$ cat src/rtl/clock_time_counter.sv
// -----------------------------------------------------------------------------
// clock_time_counter
//
// Time-of-day counter. It counts seconds, minutes and hours in packed BCD and
// uses a 24-hour range (00:00:00-23:59:59). The input is the one-second enable
// pulse from the seconds-tick generator. The output time feeds the
// seven-segment display driver.
//
// The counter supports a synchronous time-set load. A load is checked for
// legality first, and an illegal load is rejected with a one-cycle load_err
// pulse. Rollover pulses (min_tick / hour_tick / day_tick) are registered and
// last one cycle each.
//
// Optional feature macro: CLOCK_ALARM_EN
//   When defined, the design adds alarm_hh/alarm_mm/alarm_arm inputs and a
//   registered alarm output.
//
// Parameters
//   RESET_HH   BCD hour loaded on reset. It must be a legal hour (00-23).
//
// Ports
//   clk        system clock. All logic runs on the rising edge.
//   rst        asynchronous, active-high reset
//   second     one-cycle tick enable. It may be high on consecutive cycles.
//   load       one-cycle request to load load_hh/load_mm/load_ss
//   load_hh    BCD hours to load
//   load_mm    BCD minutes to load
//   load_ss    BCD seconds to load
//   hh/mm/ss   registered BCD time
//   min_tick   one-cycle pulse: seconds wrapped 59->00
//   hour_tick  one-cycle pulse: minutes wrapped 59->00
//   day_tick   one-cycle pulse: 23:59:59->00:00:00
//   load_err   one-cycle pulse: load rejected as illegal
//   alarm_hh   (CLOCK_ALARM_EN) BCD alarm hour
//   alarm_mm   (CLOCK_ALARM_EN) BCD alarm minute
//   alarm_arm  (CLOCK_ALARM_EN) alarm enable. Low clears a raised alarm.
//   alarm      (CLOCK_ALARM_EN) registered alarm flag
//
// Per-cycle priority: load, then second, otherwise hold. A load consumes a
// coincident second. That means no increment happens and no rollover pulse
// is produced.
// -----------------------------------------------------------------------------
module clock_time_counter #(
  parameter logic [7:0] RESET_HH = 8'h00
) (
  input  logic       clk,
  input  logic       rst,
  input  logic       second,
  input  logic       load,
  input  logic [7:0] load_hh,
  input  logic [7:0] load_mm,
  input  logic [7:0] load_ss,
  output logic [7:0] hh,
  output logic [7:0] mm,
  output logic [7:0] ss,
  output logic       min_tick,
  output logic       hour_tick,
  output logic       day_tick,
  output logic       load_err
`ifdef CLOCK_ALARM_EN
  ,
  input  logic [7:0] alarm_hh,
  input  logic [7:0] alarm_mm,
  input  logic       alarm_arm,
  output logic       alarm
`endif
);

  // Modulo-60 BCD increment. 59 wraps to 00.
  function automatic logic [7:0] bcd_inc_60(input logic [7:0] v);
    logic [7:0] r;
    if (v[3:0] < 4'd9)      r = {v[7:4], v[3:0] + 4'd1};
    else if (v[7:4] < 4'd5) r = {v[7:4] + 4'd1, 4'd0};
    else                    r = 8'h00;
    return r;
  endfunction

  // 24-hour BCD increment. 23->00 is explicit. 09->10 and 19->20 come from
  // the units carry.
  function automatic logic [7:0] bcd_inc_24(input logic [7:0] v);
    logic [7:0] r;
    if (v == 8'h23)         r = 8'h00;
    else if (v[3:0] < 4'd9) r = {v[7:4], v[3:0] + 4'd1};
    else                    r = {v[7:4] + 4'd1, 4'd0};
    return r;
  endfunction

  // Output registers. There is no other state in the design.
  logic [7:0] r_hh, r_mm, r_ss;
  logic       r_min_tick, r_hour_tick, r_day_tick, r_load_err;

  // Combinational next-state terms.
  logic [7:0] w_ss_inc, w_mm_inc, w_hh_inc;
  logic       w_ss_wrap, w_mm_wrap, w_hh_wrap;
  logic       w_nib_ok, w_load_ok;

  assign w_ss_inc  = bcd_inc_60(r_ss);
  assign w_mm_inc  = bcd_inc_60(r_mm);
  assign w_hh_inc  = bcd_inc_24(r_hh);

  // Each wrap condition includes the wrap of the field below it, so
  // w_hh_wrap is true only at 23:59:59.
  assign w_ss_wrap = (r_ss == 8'h59);
  assign w_mm_wrap = w_ss_wrap && (r_mm == 8'h59);
  assign w_hh_wrap = w_mm_wrap && (r_hh == 8'h23);

  // The range compares are valid only because every nibble is checked to be
  // a decimal digit first. After that check, packed-BCD order matches
  // numeric order.
  assign w_nib_ok  = (load_hh[7:4] <= 4'd9) && (load_hh[3:0] <= 4'd9) &&
                     (load_mm[7:4] <= 4'd9) && (load_mm[3:0] <= 4'd9) &&
                     (load_ss[7:4] <= 4'd9) && (load_ss[3:0] <= 4'd9);
  assign w_load_ok = w_nib_ok && (load_hh <= 8'h23) &&
                     (load_mm <= 8'h59) && (load_ss <= 8'h59);

  always_ff @(posedge clk or posedge rst) begin
    if (rst) begin
      r_hh        <= RESET_HH;
      r_mm        <= 8'h00;
      r_ss        <= 8'h00;
      r_min_tick  <= 1'b0;
      r_hour_tick <= 1'b0;
      r_day_tick  <= 1'b0;
      r_load_err  <= 1'b0;
    end else begin
      // The pulses default low, so each one lasts exactly one cycle.
      r_min_tick  <= 1'b0;
      r_hour_tick <= 1'b0;
      r_day_tick  <= 1'b0;
      r_load_err  <= 1'b0;
      if (load) begin
        if (w_load_ok) begin
          r_hh <= load_hh;
          r_mm <= load_mm;
          r_ss <= load_ss;
        end else begin
          r_load_err <= 1'b1;
        end
      end else if (second) begin
        r_ss <= w_ss_inc;
        if (w_ss_wrap) begin
          r_min_tick <= 1'b1;
          r_mm       <= w_mm_inc;
        end
        if (w_mm_wrap) begin
          r_hour_tick <= 1'b1;
          r_hh        <= w_hh_inc;
        end
        if (w_hh_wrap) begin
          r_day_tick <= 1'b1;
        end
      end
    end
  end

  assign hh        = r_hh;
  assign mm        = r_mm;
  assign ss        = r_ss;
  assign min_tick  = r_min_tick;
  assign hour_tick = r_hour_tick;
  assign day_tick  = r_day_tick;
  assign load_err  = r_load_err;

`ifdef CLOCK_ALARM_EN
  logic       r_alarm;
  logic [7:0] w_next_mm, w_next_hh;
  logic       w_alarm_hit;

  // A tick lands on hh:mm:00 only when the seconds field wraps. In that
  // case, the next minute and hour come from the same carry chain as the
  // main counter.
  assign w_next_mm   = w_mm_inc;
  assign w_next_hh   = w_mm_wrap ? w_hh_inc : r_hh;
  assign w_alarm_hit = second && !load && w_ss_wrap &&
                       (w_next_mm == alarm_mm) && (w_next_hh == alarm_hh);

  // When alarm_arm is low, the clear wins over a coincident hit.
  always_ff @(posedge clk or posedge rst) begin
    if (rst)              r_alarm <= 1'b0;
    else if (!alarm_arm)  r_alarm <= 1'b0;
    else if (w_alarm_hit) r_alarm <= 1'b1;
  end

  assign alarm = r_alarm;
`endif

endmodule

$ cat config.mk
export PLATFORM = sky130hd
export DESIGN_NAME = clock_time_counter
export DESIGN_NICKNAME = d
export VERILOG_FILES = /design/src/rtl/clock_time_counter.sv
export SDC_FILE = /design/constraint.sdc
export NUM_CORES = 1
export LEC_CHECK = 0
export BUFFER_PORTS_ARGS = -buffer_cell sky130_fd_sc_hd__buf_4
export CAP_MARGIN = 10
export CORE_ASPECT_RATIO = 2
export CORE_MARGIN = 5
export CORE_UTILIZATION = 52
export DETAILED_ROUTE_END_ITERATION = 7
export GPL_TIMING_DRIVEN = 0
export PLACE_DENSITY_LB_ADDON = 0.2
export SKIP_CTS_REPAIR_TIMING = 1
export SYNTH_ARGS = -nofsm -noshare
export SYNTH_HDL_FRONTEND = slang
export SYNTH_SLANG_ARGS = --single-unit
$ cat constraint.sdc
create_clock -name clk -period 2.5 [get_ports clk]
set_input_delay 0.5 -clock clk [delete_from_list [all_inputs] [get_ports clk]]
set_output_delay 0.5 -clock clk [all_outputs]
set_load 0.05 [all_outputs]
* After elaboration in Yosys (flattened, before gate mapping)
Cells that the tools add are included.
Widths: inputs -> output; s select.
** Word-level totals
- Bits in registers :: 28
- Output and inout port bits :: 28
** Cells by class
- Equal/unequal tests :: 7
- Reductions and logical operators :: 19
- $add $sub $neg :: 6
- Mux-type cells :: 28
- $lt $le $gt $ge :: 14
** Operator list (count)
- $mux 8 :: 17
- $add 4x1->4 const B :: 6
- $le 4x4->1 const B :: 6
- $eq 8x7->1 const B :: 2
- $le 8x7->1 const B :: 2
- $lt 4x4->1 const B :: 3
- $mux 1 :: 11
- $logic_and 1x1->1 :: 10
- $reduce_and 3->1 :: 3
- $eq 8x6->1 const B :: 1
- $le 8x6->1 const B :: 1
- $lt 4x3->1 const B :: 2
- $reduce_and 4->1 :: 2
- $reduce_bool 2->1 :: 3
- $ne 2x2->1 const B :: 2
- $ne 3x3->1 const B :: 1
- $ne 2x1->1 const B :: 1
- $reduce_and 2->1 :: 1

* Logic depth before layout (Yosys ltp)
Gate-level depths: netlist of run 1.
- Word-level depth :: 11
- Gate-level depth with buffers :: 7

* Worst setup path after synthesis of run 1
Ideal clock, no wire load.
- Kind :: register to register
- From :: register r_hh[4], in the netlist hh[4]
- To :: register r_hh[6], in the netlist hh[6]
- Slack :: 0.254 ns
- Data arrival time :: 2.122 ns
- Cell stages (with the launch flop) :: 8
- Buffers on the path :: 0
- Cell sequence :: dfrtp_1 > inv_1 > ha_1 > nor4b_1 > and3_1 > or3_1 > nand2_4 > mux2_2
** On the way
- Longest elaborated chain between the ends :: 6
- Elaborated cells on any way between the ends :: 9
** Ends and longest elaborated chain
- start: declaration :: RTL line 89 : logic [7:0] r_hh, r_mm, r_ss;
- start signal: assignment :: RTL line 133 : r_hh <= load_hh;
- start signal: assignment :: RTL line 147 : r_hh <= w_hh_inc;
- $add 4x1->4 :: RTL line 84 : else r = {v[7:4] + 4'd1, 4'd0};
- $mux 8 :: RTL line 83 : else if (v[3:0] < 4'd9) r = {v[7:4], v[3:0] + 4'd1};
- $mux 8 :: RTL line 82 : if (v == 8'h23) r = 8'h00;
- $mux 8 :: RTL line 145 : if (w_mm_wrap) begin
- $mux 8 :: RTL line 139 : end else if (second) begin
- $mux 8 :: RTL line 131 : if (load) begin
Several ways; a longest one is shown, not always the timed one. The select of a mux whose other input is x is not followed.
A chain may end at the register's enable or synchronous reset.

* Worst setup path in the final report of run 1
- From :: register r_hh[4], in the netlist hh[4]
- To :: register r_hh[5], in the netlist hh[5]
Same word-level chain as after synthesis.

==> flow_summary.toml, run 1 <==
[timing]
relSlewSlack_pct = 61.2
fin_setup_tns_ps = 0
hold_viol_final = 0
clock.fmax_mhz = 487
setup_viol = 0
period_share_pct = 82.1
worst_pin_slew_ps = 581
slew_violations = 0
clock_skew_ps = 1.95
hold_ws_ps = 275
rsz0062_at_grt = "false"
period_needed_ps = 2050

[floorplan]
initial_core_util_pct = 53.4
die_w_um = 52.8
core_um2 = 3570
die_area_um2 = 5050
rows = 31
die_height_um = 95.6
ios = 56

[yosys]
syn_inst = 201
yosysWarnings = 0
syn_nets = 245
synth_compound_area_share_pct = 21.9
synth_edf_count = 0
ys_seq_area_share_pct = 36.8
yosysTopAreaCell = "dfrtp_1"
synth_area_um2 = 1910
synthFlopType = "dfrtp_1"
synth_mux_area_share_pct = 5.06
yosys.area_share.simple_pct = 19.4
synthAdderAreaFrac_pct = 10.5
synth_area_leaders = "dfrtp_1 (37%), ha_1 (11%), inv_1 (3.5%)"
synth_common_cells = "dfrtp_1 (28), inv_1 (18), ha_1 (16)"
synth_top_family_by_area = "compound AO/OA/AOI/OAI gates"
synth.most_common_cell = "dfrtp_1"
synth_seq_cells = 28
yosysTopAreaCellShare_pct = 36.8
synth_area_per_cell_um2 = 9.48
synth_cell_types = 50
yosys.area_share.xor_xnor_pct = 1.38
async_reset_ff_share_pct = 100

[clock_tree]
tritoncts = "done"
clockBufferDepth = 2
worstSkewPairLatency_ps = 270
cts_sinks = 28
cts_root_buf = "clkbuf_8"
cts_made_buffers = 3
clk_pin_slew_ps = 90
cts.htree.levels = 1

[hold_path]
hp-class = "input pin to async pin"

[place]
io_buffers = 54
place_area_um2 = 2370
post-dp-hpwl_um = 3940
place_inst = 304
gp_congestion = 0.909

[worst_setup_path]
r2r_slack_ps = 450
crit_path_start = "hh[4]$_DFFE_PP0P_"
rr_startpoint = "hh[4]$_DFFE_PP0P_"
endpoint_kind = "register"
timing.rr.end = "hh[5]$_DFFE_PP0P_"
crit_fanout = 5
start_kind = "register"
arrival_ps = 2220
path_class = "register to register"
critPathCapture = "hh[5]$_DFFE_PP0P_"
cp.required_ps = 2670
reg2reg_depth = 7

[final_layout]
final_cells = 308
area_growth_pct = 28.1
antenna_cells = 0
final_area_um2 = 2440
finalNetCount = 305
drive_gt1_share_pct = 29.7

[route]
routed_via_density = 5.74
first_iter_violations = 39
drcViolationCount = 0
dr.pass1.iters = 4
final_antenna_net_count = 0
post_drt_wl_per_cell_um = 16.4
wl_um = 5060
vias = 1769

[global_route]
antenna_found_initial = 0
grt_pass1_wl_um = 8200
grt_max_degree = 29
grt_pass1_vias = 1784
grtUsageTotal_pct = 21.3
grt-ovfl-total = 0

[pwr]
p_per_area_nw_per_um2 = 607
finalPower_mw = 1.48
power.leakage_nw = 1.19
vdd_drop_max_v = 0.000416

[flow_run]
drv_cap = 0

[outcome]
status = "complete, no violations"
## registers in the layout (all words and copies together) (netlist names)
| name | flops |
|---|---|
| hh | 8 |
| mm | 8 |
| ss | 8 |
| day_tick | 1 |
| hour_tick | 1 |
| load_err | 1 |
| min_tick | 1 |
## cells in the final DEF (no fill, tap or decap), types with 3 or more instances in the layout
master and instances:
and3_1 3, dfrtp_1 28, a22oi_1 7, a31oi_1 3
clkbuf_8 3, ha_1 16, nor3_1 4, a21oi_1 10
buf_4 54, nor2_1 10, mux2_2 5, nor2b_1 5
o31ai_1 6, nand3_1 8, o21ai_0 10, a22o_1 3
inv_1 18, mux2i_1 4, nand2_1 15, nand2b_1 4
## metrics by stage
stage / setup slack, ps / util (%)
final: 447 / 68.4
after global routing: 367 / 68.4
after CTS: 446 / 67.6
after detailed placement: 356 / 66.5
after global placement: 378 / 66.5
after floorplan: 254 / -
## cell families after synthesis
kind of cell	Yosys count
xor+xnor	3
fa+ha+maj	16
flops	28
buf+inv	23
mux	9
simple gates	65
compound gates	57
## power breakdown
group / switching, mW / internal (mW)
combinational: 0.399 / 0.228
clock: 0.139 / 0.108
sequential: 0.0952 / 0.513
## final cells by class
class	instances	area, µm²
well taps	49	61.3
fillers	303	1130
plain buffers	5	27.5
repair buffers	55	433
clock buffers	3	41.3
multi-input cells	150	1110
inverters	18	67.6
flip-flops and latches	28	701
## worst max-delay path, stage by stage (launching register included)
cell and delay, ps:
dfrtp_1 440, inv_1 100, ha_1 200, nor4b_1 130, and3_1 200, or3_1 420
nand2_4 120, mux2_2 340
## per-layer routing
| metal | routed length (µm) | GRT usage [%] | share of wire (%) |
|---|---|---|---|
| met1 | 1920 | 23.5 | 38 |
| met2 | 2750 | 39.2 | 54 |
| met3 | 292 | 3.13 | 5.8 |
| met4 | 88 | 8.10 | 1.7 |
| met5 | 0 | 0 | 0 |
## how the worst min path moves through the flow
stage	from	end	depth (start not counted)
2_1_floorplan	rst	day_tick$_DFF_PP0_	1
3_3_place_gp	hh[2]$_DFFE_PP0P_	hh[2]$_DFFE_PP0P_	1
3_5_place_dp	hh[2]$_DFFE_PP0P_	hh[2]$_DFFE_PP0P_	1
4_1_cts	load_ss[0]	ss[0]$_DFFE_PP0P_	3
5_1_grt	rst	hh[1]$_DFFE_PP0P_	2
6_report	rst	day_tick$_DFF_PP0_	2
(Power assumes the default switching activity.)
==> inputs of run 2 (changes only) <==
Clock period 2.5 ns to 2 ns, I/O delays scaled along.
==> run 2 against run 1 <==
Die area stayed put; clock skew is 9.8 ps higher; setup slack worse by 370 ps; worst hold slack worse by 93 ps; routed wire length is 0.36% lower; total power is 35% higher; flip-flop and latch count stayed put; global-route usage is 0.53 points lower; first-iteration DRC count is 13% higher; via count is 2.0% higher; sequential share of layout area is 0.11 points lower; largest power group unchanged.
==> flow_summary.toml, run 2 (synthesized netlist as in run 1, its figures left out) <==
[floorplan]
die_height_um = 95.6
core_um2 = 3570
rows = 31
initial_core_util_pct = 53.4
die_area_um2 = 5050
ios = 56
die_w_um = 52.8

[route]
final_antenna_net_count = 0
post_drt_wl_per_cell_um = 16.2
routed_via_density = 5.80
wl_um = 5040
vias = 1804
drcViolationCount = 0
first_iter_violations = 44
dr.pass1.iters = 4

[place]
io_buffers = 54
gp_congestion = 0.820
post-dp-hpwl_um = 3910
pre_cts_slack_ps = 48.8

[timing]
slew_violations = 0
finalWorstSetupSlack_ps = 79.8
period_share_pct = 96.0
clock_skew_ps = 11.8
worst_pin_slew_ps = 609
rsz0062_at_grt = "false"
period_needed_ps = 1920
hold_viol_final = 0
relSlewSlack_pct = 59.3
clock.fmax_mhz = 521
setup_viol = 0

[pwr]
vdd_drop_max_v = 0.000518
power.leakage_nw = 1.19
p_per_area_nw_per_um2 = 804

[clock_tree]
cts_made_buffers = 3
worstSkewPairLatency_ps = 280
clockBufferDepth = 2
cts.htree.levels = 1
clk_pin_slew_ps = 100
cts_root_buf = "clkbuf_8"
tritoncts = "done"
cts_sinks = 28

[final_layout]
drive_gt1_share_pct = 34.7
finalNetCount = 307
antenna_cells = 0
area_growth_pct = 30.7
layout_common_cells = "buf_4 (56), dfrtp_1 (19), inv_1 (17)"
final_common_cell = "buf_4"
postLayoutCoreUtil_pct = 69.8
fillers = 336

[global_route]
grt_pass1_wl_um = 7930
grt-ovfl-total = 0
grt_max_degree = 29
grt_pass1_vias = 1787
antenna_found_initial = 0
grtUsageTotal_pct = 20.8

[worst_setup_path]
path_cells = "ha_1 -> and4b_1 -> and4_1 -> a21o_4 -> nand2_4 -> mux2_2"
endpoint_kind = "register"
start_kind = "register"
cp.required_ps = 2170
arrival_ps = 2090
crit_fanout = 9
path_class = "register to register"
cp_slowest_stage_delay_ps = 460
cpMaxStageDelayCell = "dfrtp_1"

[hold_path]
hp-class = "input pin to async pin"

[flow_run]
drv_cap = 0

[outcome]
status = "complete, no violations"
run 2: where the power goes:
group	switching [mW]	total (mW)	internal, mW
registers	0.113	0.761	0.648
logic	0.503	0.791	0.288
clock network	0.183	0.451	0.268
run 2: routing by layer:
metal | GRT usage (%) | wire length (µm) | share of wire, % | vias to the layer above
met5 | 0 | 0 | 0 | -
met4 | 7.04 | 75 | 1.5 | 0
met3 | 1.88 | 294 | 5.8 | 8
met2 | 39.1 | 2840 | 56 | 72
met1 | 23.3 | 1830 | 36 | 877
li1 | - | - | - | 847
run 2: path summary, 6_finish.rpt:
check	startpoint	slack (ps)	depth (start not counted)	end
min in group clk	load_ss[0]	360	3	ss[0]$_DFFE_PP0P_
min	rst	180	2	ss[6]$_DFFE_PP0P_
max	mm[0]$_DFFE_PP0P_	80	6	hh[5]$_DFFE_PP0P_
min reg2reg	mm[7]$_DFFE_PP0P_	550	1	mm[7]$_DFFE_PP0P_
max in group asynchronous	rst	1280	3	hh[4]$_DFFE_PP0P_
max reg2reg	mm[0]$_DFFE_PP0P_	80	6	hh[5]$_DFFE_PP0P_
run 2: worst max-delay path, delay by kind of cell (launching register included):
| family | cells | cell delay (ps) |
|---|---|---|
| simple gates | 3 | 530 |
| compound gates | 1 | 240 |
| fa+ha+maj | 1 | 240 |
| flops | 1 | 460 |
| mux | 1 | 330 |
run 2: final cells by class:
cell class	instances	area, µm²	share of cell area, %
Multi-Input combinational cell	150	1110	44.8
Sequential cell	28	712	28.6
Timing Repair Buffer	57	435	17.5
Inverter	18	67.6	2.71
Tap cell	49	61.3	2.46
Clock buffer	3	41.3	1.66
Clock inverter	1	30.0	1.21
Buffer	5	27.5	1.11
run 2: metrics by stage:
| stage | cell area [µm²] | setup TNS, ps | hold WS [ps] | power (mW) | std cells |
|---|---|---|---|---|---|
| floorplan | 1920 | -15.0 | 465 | 1.28 | 201 |
| global placement | 2390 | 0 | 525 | 1.54 | 304 |
| detailed placement | 2390 | 0 | 536 | 1.56 | 304 |
| CTS | 2460 | 0 | 358 | 2.00 | 308 |
| global route | 2490 | 0 | 236 | 2.11 | 311 |
| finish | 2490 | 0 | 182 | 2.00 | 311 |
==> inputs of run 3 (changes only) <==
Settings changed: CORE_UTILIZATION 52 to 56, GPL_TIMING_DRIVEN 0 to not set.
Clock period 2 ns to 2.3 ns, I/O delays scaled along.
==> run 3 against run 2 <==
Maximum frequency down 5.1%; register-to-register slack better by 200 ps; setup slack better by 200 ps; final area down 3.5%; total power down 20%; worst hold slack better by 68 ps; non-clock buffer count down 3; first-iteration DRC count down 41%; via count down 3.3%; critical path type unchanged; largest cell class unchanged.
==> flow_summary.toml, run 3 (synthesized netlist as in run 1, its figures left out) <==
[worst_setup_path]
crit_buf_inv = 1
path_cells = "inv_1 -> ha_1 -> nor4b_1 -> and3_1 -> or3_1 -> nand2_4 -> mux2_2"
cp_top_family = "simple AND/OR/NAND/NOR gates"
cp_slowest_stage_delay_ps = 430
start_kind = "register"
path_class = "register to register"
endpoint_kind = "register"
cpMaxStageDelayCell = "dfrtp_1"
cp.required_ps = 2460
arrival_ps = 2180
crit_fanout = 5

[final_layout]
postLayoutCoreUtil_pct = 71.9
antenna_cells = 0
drive_gt1_share_pct = 30.6
multiInputGateArea_um2 = 1110
regArea_um2 = 701
finalNetCount = 304
area_growth_pct = 26.1
fillers = 260
final_common_cell = "buf_4"
layout_common_cells = "buf_4 (59), dfrtp_1 (28), inv_1 (18)"

[pwr]
power.leakage_nw = 1.18
p_per_area_nw_per_um2 = 671
p_sw_mw = 0.683
pwr-share-clk_pct = 16.5
p_int_mw = 0.928
p_seq_share_pct = 40.1
p_sw_share_pct = 42.4
comb_power_share_pct = 43.4
vdd_drop_max_v = 0.000450

[route]
wl_um = 4800
first_iter_violations = 26
post_drt_wl_per_cell_um = 16.5
final_antenna_net_count = 0
routed_via_density = 6.02
drcViolationCount = 0
vias = 1745
dr.pass1.iters = 4

[timing]
clock.fmax_mhz = 494
setup_viol = 0
period_share_pct = 87.9
hold_viol_final = 0
rsz0062_at_grt = "false"
worst_pin_slew_ps = 453
period_needed_ps = 2020
clock_skew_ps = 1.94
fin_setup_tns_ps = 0
slew_violations = 0
relSlewSlack_pct = 69.6
hold_ws_ps = 250

[place]
post-dp-hpwl_um = 3850
gp_congestion = 0.888
io_buffers = 55

[clock_tree]
cts_root_buf = "clkbuf_8"
clk_pin_slew_ps = 90
cts.htree.levels = 1
clockBufferDepth = 2
tritoncts = "done"
cts_made_buffers = 3
cts_sinks = 28
worstSkewPairLatency_ps = 270

[floorplan]
rows = 30
die_w_um = 51.3
core_um2 = 3340
die_area_um2 = 4740
ios = 56
initial_core_util_pct = 57.0
die_height_um = 92.5

[global_route]
antenna_found_initial = 0
grt-ovfl-total = 0
grt_max_degree = 29
grtUsageTotal_pct = 21.5
grt_pass1_vias = 1722
grt_pass1_wl_um = 7880

[hold_path]
hp-class = "input pin to async pin"

[flow_run]
drv_cap = 0

[outcome]
status = "complete, no violations"
[run 3: cell count changes in the layout (fill, tap and decap cells not counted), sizes merged]
cell,before,now
buf,61,59
bufinv,1,0
clkbuf,4,3
[run 3: metrics by stage]
step	cell area (µm²)	std cells	setup slack (ps)	total power, mW
5_1_grt	2400	290	158	1.71
3_3_place_gp	2360	287	283	1.34
3_5_place_dp	2360	287	224	1.36
2_1_floorplan	1910	201	53.6	1.11
4_1_cts	2400	290	281	1.62
6_report	2400	290	277	1.61
[run 3: final timing paths]
check	from	cells after the start	to	slack, ps
min in group clk	load_ss[0]	3	ss[0]$_DFFE_PP0P_	430
worst min-delay path	rst	3	hh[0]$_DFFE_PP0P_	250
worst max-delay path	hh[4]$_DFFE_PP0P_	7	hh[6]$_DFFE_PP0P_	280
worst max register to register	hh[4]$_DFFE_PP0P_	7	hh[6]$_DFFE_PP0P_	280
max in group asynchronous	rst	3	hh[6]$_DFFE_PP0P_	1780
worst min register to register	hh[2]$_DFFE_PP0P_	1	hh[2]$_DFFE_PP0P_	570
[run 3: final cells by class]
cell class	instances	share of cell area, %
multi-input combinational	150	46.2
clock buffer	3	1.72
tap	32	1.67
inverter	18	2.81
timing repair buffer	59	18.4
sequential	28	29.2
[run 3: routing by layer]
| layer | GRT usage, % | share of wire (%) | routed length [µm] |
|---|---|---|---|
| met1 | 24.6 | 37 | 1800 |
| met2 | 39.4 | 56 | 2680 |
| met3 | 2.09 | 4.7 | 226 |
| met4 | 8.32 | 2.0 | 96 |
| met5 | 0 | 0 | 0 |
[run 3: worst register-to-register path, delay by kind of cell (launching register included)]
family,cells,cell delay [ps]
adder cells (fa/ha/maj),1,190
buffers and inverters,1,90
flip-flops,1,430
multiplexers,1,330
AND/OR/NAND/NOR,4,880
[run 3: power groups by stage]
stage	Sequential, mW	Clock, mW	Combinational, mW
3_5_place_dp	0.658	0	0.702
3_3_place_gp	0.654	0	0.690
6_report	0.646	0.267	0.699
4_1_cts	0.647	0.273	0.704
5_1_grt	0.665	0.295	0.751
2_1_floorplan	0.875	0	0.236
